**src/rtl/pool_sched.sv**
```systemverilog
// Tile sequencer for the POOL datapath: walks every PEL psum tile of every frame through POOL.
// Optional RUN watchdog with sticky Err is enabled by defining POOL_SCHED_TIMEOUT_EN.
module pool_sched #(
    parameter int FL_WIDTH     = 5,
    parameter int STRIDE_WIDTH = 2,
    parameter int CNT_WIDTH    = 8,
    parameter int TO_WIDTH     = 12
) (
    input  logic                             clk,
    input  logic                             rst,
    input  logic                             CFG_Val,
    input  logic [FL_WIDTH-1:0]              CFG_Fl,
    input  logic [STRIDE_WIDTH-1:0]          CFG_Stride,
    input  logic                             CFG_FrmPool,
    input  logic [CNT_WIDTH-1:0]             CFG_NumTile,
    input  logic [CNT_WIDTH-1:0]             CFG_NumFrm,
    input  logic                             PEL_Rdy,
    output logic                             PEL_Rel,
    input  logic                             POOL_Fnh,
    output logic [FL_WIDTH+STRIDE_WIDTH:0]   CFG_POOL,
    output logic                             POOL_Val,
    output logic                             Busy,
    output logic                             Done,
    output logic                             Err
);

    localparam logic [2:0] S_IDLE   = 3'd0;
    localparam logic [2:0] S_WAIT   = 3'd1;
    localparam logic [2:0] S_LAUNCH = 3'd2;
    localparam logic [2:0] S_RUN    = 3'd3;
    localparam logic [2:0] S_REL    = 3'd4;
    localparam logic [2:0] S_DONE   = 3'd5;

    logic [2:0]              state;
    logic [2:0]              state_nxt;
    logic [FL_WIDTH-1:0]     fl_q;
    logic [STRIDE_WIDTH-1:0] stride_q;
    logic                    frm_pool_q;
    logic [CNT_WIDTH-1:0]    num_tile_q;
    logic [CNT_WIDTH-1:0]    num_frm_q;
    logic [CNT_WIDTH-1:0]    tile_cnt;
    logic [CNT_WIDTH-1:0]    frm_cnt;
    logic [STRIDE_WIDTH-1:0] stride_in;
    logic                    last_tile;
    logic                    last_frm;
    logic                    to_expire;

    // POOL only implements strides 2 and 3; anything below 2 falls back to 2.
    assign stride_in = (CFG_Stride < STRIDE_WIDTH'(2)) ? STRIDE_WIDTH'(2) : CFG_Stride;
    assign last_tile = (tile_cnt == num_tile_q);
    assign last_frm  = (frm_cnt == num_frm_q);

    always_comb begin
        state_nxt = state;
        case (state)
            S_IDLE:   if (CFG_Val) state_nxt = S_WAIT;
            S_WAIT:   if (PEL_Rdy) state_nxt = S_LAUNCH;
            S_LAUNCH: state_nxt = S_RUN;
            S_RUN:    if (POOL_Fnh || to_expire) state_nxt = S_REL;
            S_REL:    state_nxt = (last_tile && last_frm) ? S_DONE : S_WAIT;
            S_DONE:   state_nxt = S_IDLE;
            default:  state_nxt = S_IDLE;
        endcase
    end

    // CFG_POOL only moves on entry to WAIT, so POOL sees a stable word for the whole tile.
    always_ff @(posedge clk) begin
        if (rst) begin
            state      <= S_IDLE;
            fl_q       <= '0;
            stride_q   <= '0;
            frm_pool_q <= 1'b0;
            num_tile_q <= '0;
            num_frm_q  <= '0;
            tile_cnt   <= '0;
            frm_cnt    <= '0;
            CFG_POOL   <= '0;
        end else begin
            state <= state_nxt;
            case (state)
                S_IDLE: begin
                    if (CFG_Val) begin
                        fl_q       <= CFG_Fl;
                        stride_q   <= stride_in;
                        frm_pool_q <= CFG_FrmPool;
                        num_tile_q <= CFG_NumTile;
                        num_frm_q  <= CFG_NumFrm;
                        tile_cnt   <= '0;
                        frm_cnt    <= '0;
                        CFG_POOL   <= {CFG_Fl, 1'b0, stride_in};
                    end
                end
                S_REL: begin
                    if (!last_tile) begin
                        tile_cnt <= tile_cnt + CNT_WIDTH'(1);
                        CFG_POOL <= {fl_q, frm_pool_q & frm_cnt[0], stride_q};
                    end else if (!last_frm) begin
                        tile_cnt <= '0;
                        frm_cnt  <= frm_cnt + CNT_WIDTH'(1);
                        CFG_POOL <= {fl_q, frm_pool_q & ~frm_cnt[0], stride_q};
                    end
                end
                default: ;
            endcase
        end
    end

`ifdef POOL_SCHED_TIMEOUT_EN
    logic [TO_WIDTH-1:0] to_cnt;
    logic                err_q;

    // A finish arriving on the expiry cycle wins over the watchdog.
    assign to_expire = (state == S_RUN) && (&to_cnt) && !POOL_Fnh;

    always_ff @(posedge clk) begin
        if (rst) begin
            to_cnt <= '0;
            err_q  <= 1'b0;
        end else begin
            if (state == S_LAUNCH) begin
                to_cnt <= '0;
            end else if (state == S_RUN) begin
                to_cnt <= to_cnt + TO_WIDTH'(1);
            end
            if (to_expire) begin
                err_q <= 1'b1;
            end
        end
    end

    assign Err = err_q;
`else
    assign to_expire = 1'b0;
    // Watchdog absent: Err is constant 0 whatever TO_WIDTH is set to.
    assign Err = 1'b0 && (TO_WIDTH > 0);
`endif

    assign POOL_Val = (state == S_LAUNCH);
    assign PEL_Rel  = (state == S_REL);
    assign Done     = (state == S_DONE);
    assign Busy     = (state != S_IDLE);

endmodule
```
**config.mk**
```make
export PLATFORM = sky130hd
export DESIGN_NAME = pool_sched
export DESIGN_NICKNAME = d
export VERILOG_FILES = /design/src/rtl/pool_sched.sv
export SDC_FILE = /design/constraint.sdc
export NUM_CORES = 1
export LEC_CHECK = 0
export ABC_CLOCK_PERIOD_IN_PS = 1740
export BUFFER_PORTS_ARGS = -buffer_cell sky130_fd_sc_hd__buf_4
export CORE_MARGIN = 5
export CORE_UTILIZATION = 35
export CTS_CLUSTER_DIAMETER = 80
export DETAILED_ROUTE_END_ITERATION = 10
export GPL_TIMING_DRIVEN = 0
export PLACE_DENSITY_LB_ADDON = 0.12
export SYNTH_ARGS = -nofsm -noshare
export SYNTH_HDL_FRONTEND = slang
export SYNTH_SLANG_ARGS = --single-unit
```
**constraint.sdc**
```tcl
create_clock -name clk -period 1.74 [get_ports clk]
set_clock_uncertainty 0.05 [all_clocks]
set_input_delay 0.261 -clock clk [delete_from_list [all_inputs] [get_ports clk]]
set_output_delay 0.261 -clock clk [all_outputs]
set_load 0.005 [all_outputs]
```
Word-level counts from Yosys, hierarchy flattened. Index checks and enable logic that the tools add are counted.

Input bits: 29. Logic and storage cells: 53. Flip-flop bits (word level): 51.

Eq/ne operators: 13. Bitwise gates (word level): 3. Add/sub/neg operators: 2. Muxes and demuxes: 17. Reductions and logical operators: 8. Magnitude comparators: 1.

Operators with widths (number): $mux W8 (8); $pmux W8 S2 (3); $add A8 B1 Y8 const B (2); $eq A8 B8 Y1 (2); $pmux W3 S5 (1); $mux W3 (4); $ne A2 B2 Y1 const B (4); $eq A3 B2 Y1 const B (2); $eq A3 B3 Y1 const B (2); $reduce_and A3 Y1 (2); $reduce_and A4 Y1 (1); $eq A3 B1 Y1 const B (1); $logic_not A3 Y1 (1); $ne A3 B3 Y1 const B (1); $reduce_bool A3 Y1 (1); $and A1 B1 Y1 (2); $lt A2 B2 Y1 const B (1); $mux W2 (1); $ne A2 B1 Y1 const B (1); $reduce_and A2 Y1 (1); $reduce_bool A2 Y1 (1); $logic_and A1 B1 Y1 (1); $not A1 Y1 (1).

Depth between registers and ports, before layout.
Depth in word-level cells: 5. Gate-level depth with buffers: 9. Mapped depth without buffers: 6.

Worst setup path after synthesis. Ideal clock, no wire load.

Kind: register to register. From: reg frm_cnt[0]. To: reg CFG_POOL[2]. Path buffers: 1. Path slack: -0.040 ns. Arrival: 1.659 ns. Period minus slack after synthesis: 1.780 ns. Data required time: 1.618 ns. Cell stages (with the launch flop): 7. Cell sequence: dfxtp_1 xnor2_1 nand4_1 nor4_4 a21o_2 buf_4 mux2i_1.

Cells in the longest elaborated chain, start to end: 5. Elaborated cells on any way between the ends: 9. Classes of those cells: eq/ne: 2; mux: 3; bitwise: 3; reduce/logical: 1.

RTL lines: start, declared (line 42) `logic [CNT_WIDTH-1:0] frm_cnt;`; start signal, assigned (line 99) `frm_cnt <= frm_cnt + CNT_WIDTH'(1);`; $not A1 Y1 (line 100) `CFG_POOL <= {fl_q, frm_pool_q & ~frm_cnt[0], stride_q};`; $and A1 B1 Y1 (line 100); $mux W8 (line 97) `end else if (!last_frm) begin`; $mux W8 (line 94) `if (!last_tile) begin`; $pmux W8 S2 (line 80) `case (state)`; end signal, assigned (line 90) `CFG_POOL <= {CFG_Fl, 1'b0, stride_in};`; end signal, assigned (line 96) `CFG_POOL <= {fl_q, frm_pool_q & frm_cnt[0], stride_q};`; end signal, assigned (line 100); end, declared (line 20) `output logic [FL_WIDTH+STRIDE_WIDTH:0] CFG_POOL,`.

Parallel ways exist; a longest one is shown, timed or not. The select of a mux whose other input is x is not followed. A chain may end at the register's enable or synchronous reset.

Worst setup path after layout.
From: reg frm_cnt[4]. To: reg tile_cnt[6].

Cells in the longest elaborated chain, start to end: 3.

RTL lines: $eq A8 B8 Y1 (line 51) `assign last_frm = (frm_cnt == num_frm_q);`; $ne A3 B3 Y1 (no line); $reduce_and A3 Y1 (no line); end signal, assigned (line 95) `tile_cnt <= tile_cnt + CNT_WIDTH'(1);`; end, declared (line 41) `logic [CNT_WIDTH-1:0] tile_cnt;`.

No other way between the ends.

==> metrics <==
outcome=complete, no violations; pre-CTS WS=-0.332 ns; sequential area share after synthesis=0.400; largest net degree at the start of global routing=14; final hold violation count=0; FP Rows=31; global-route wire length before repair=11,400 µm; Avg Inst Size Synth=8.03 µm²; Die Area=0.00910 mm²; flops & latches, synth=51; Area growth, synth to finish=38.4%; CTS Buf Count=5; DR vias/cell=5.17; layout cell share with drive strength beyond 1=0.385; CP Class=register to register; Max Root-Sink Buffers=2; PD cells=790 mW/mm²; crit path launch type=register; final worst slack=0.00223 ns; ys async rst share=0; worst hold slack=0.138 ns; vias in the first global route=2,319; vias after detailed routing=2,470; insertion delay to the later sink of the worst-skew pair=0.30 ns; worst slew pin tran=0.612 ns; Hold WC Path Type=primary input to register; Slew Viols, Final=0; crit-path max FO=7; DR DRC count=0; WP data arrival=1.90 ns; Routability Congestion=0.833; total wire length=7280 µm; crit end category=register; Initial Util=0.356; NumNets Final=411; core area=0.00718 mm²; largest area contributor in the netlist=dfxtp_1; Worst-path clk slew=0.09 ns; Slew headroom=0.592; total gr overflow=0; top cells by area, synth=dfxtp_1 (40%), nand2_1 (9.6%), a21oi_1 (7.5%), xnor2_1 (5.5%), nand3_1 (2.5%); worst endpoint required time=1.90 ns; # diodes=0; CTS tree=done; CTS Sinks=51; register area=0.00108 mm²; Multi-input gate area=0.00160 mm²; RSZ-0062 raised after global routing=true; most frequent cells after synthesis=nand2_1 (65), dfxtp_1 (51), a21oi_1 (38); CTS Root Cell=clkbuf_8; Die Wd=95.4 µm; setup slack, reg-to-reg=0.002 ns; IO Port Bufs=39; Die Y=95.4 µm; final setup fails=0; overall power=2.79 mW; max_cap viols=0; Mapped Cells=318; Total GRT Usage=0.163; number of flops mapped to enable cells by yosys=0; syn nets=349; ys flop type=dfxtp_1; Period minus WS final=1.74 ns; drt pass-1 iters=4; Iteration-0 DRC Markers=113; setup TNS=0 ns; H-tree depth=2; FILL cells=727; most common cell in the netlist=nand2_1; synthesis warning total=0; FMAX=575 MHz; Leak=1.32 nW; Mapped Area=0.00255 mm²; Top Ports=42; DR WL/cell=15.2 µm; final period utilization=0.999; initial antenna violation count=0; Max IR drop VDD=0.000269 V; DRT antenna net count=0; Unique masters post-synth=48; area share of the largest cell type after synthesis=0.400; hpwl dp=4810 µm
-- sequential cells by signal, summed over array words and instances (netlist names) --
| name | count |
|---|---|
| CFG_POOL | 8 |
| fl_q | 5 |
| frm_cnt | 8 |
| frm_pool_q | 1 |
| num_frm_q | 8 |
| num_tile_q | 8 |
| state | 3 |
| stride_q | 2 |
| tile_cnt | 8 |
-- critical path, stage by stage, from the launching register on --
cell	delay [ns]
dfxtp_4	0.36
xnor2_2	0.14
nand4_1	0.22
nor4_4	0.32
buf_6	0.18
a21oi_4	0.10
a311oi_2	0.28
-- power by group --
group	switching, mW	internal, mW	total (mW)
combinational	0.448	0.394	0.843
clock	0.382	0.270	0.652
sequential	0.0612	1.23	1.29
-- cell families (layout without fill, tap and decap cells) --
family                   Yosys count  count (layout)  share of synthesized area
AND/OR/NAND/NOR                  124             124                      0.236
AO/OA/AOI/OAI                     85              85                      0.217
flip-flops                        51              51                      0.400
buffers and inverters             36              97                     0.0696
XOR/XNOR                          16              16                     0.0549
multiplexers                       3               3                     0.0118
adder cells (fa/ha/maj)            2               2                    0.00980
other                              1               1                    0.00147
-- layout by cell type, fill, tap and decap left out, drive strengths merged, types with 2 or more instances in the layout --
master / count
o21ai: 7
and3: 6
clkbuf: 17
nor3b: 2
nand2: 65
inv: 10
a21o: 2
a21oi: 40
nor3: 6
a221oi: 2
o211ai: 3
a22oi: 2
xnor2: 16
a31oi: 3
a311oi: 7
ha: 2
a211oi: 8
and4: 2
nor2: 9
nand4: 5
and2: 2
nand3b: 2
dfxtp: 51
and3b: 2
mux2i: 3
buf: 70
a41oi: 4
o31ai: 2
nand2b: 6
nor4: 2
nand3: 13
-- metal layers --
metal,track usage,part of all wire,wire length (µm),vias to the layer above
li1,-,-,-,1239
met1,0.209,0.46,3380,1196
met4,0.0521,0.010,73,0
met5,0,0,0,-
met3,0.0260,0.030,220,5
met2,0.278,0.50,3610,30
-- cell type report --
type | instances | area share
sequential | 51 | 0.306
clock buffer | 6 | 0.0205
tap | 99 | 0.0351
inverter | 10 | 0.0128
buffer | 17 | 0.0280
timing repair buffer | 64 | 0.145
multi-input combinational | 231 | 0.453
-- timing repair --
| item | in CTS | in global routing |
|---|---|---|
| endpoints found under the setup margin | 47 | 48 |
| hold buffers | 0 | 0 |
| pin swaps | 11 | 30 |
| setup buffers | 18 | 6 |
| gates cloned | 0 | 1 |
| resized for setup | 59 | 41 |
-- per-stage QoR --
step | util | instance area [µm²] | instances
floorplan | - | 2570 | 318
global placement | 0.416 | 2980 | 456
detailed placement | 0.416 | 2980 | 456
CTS | 0.471 | 3380 | 476
global route | 0.492 | 3530 | 478
finish | 0.492 | 3530 | 478
-- final timing paths --
path	startpoint	end	depth (start not counted)
setup / recovery	frm_cnt[4]	tile_cnt[6]	6
hold / removal	CFG_NumFrm[1]	num_frm_q[1]	3
setup reg to reg	frm_cnt[4]	tile_cnt[6]	6
hold reg to reg	CFG_POOL[3]	CFG_POOL[3]	2
Note: power is estimated with default switching activity, not from simulation.
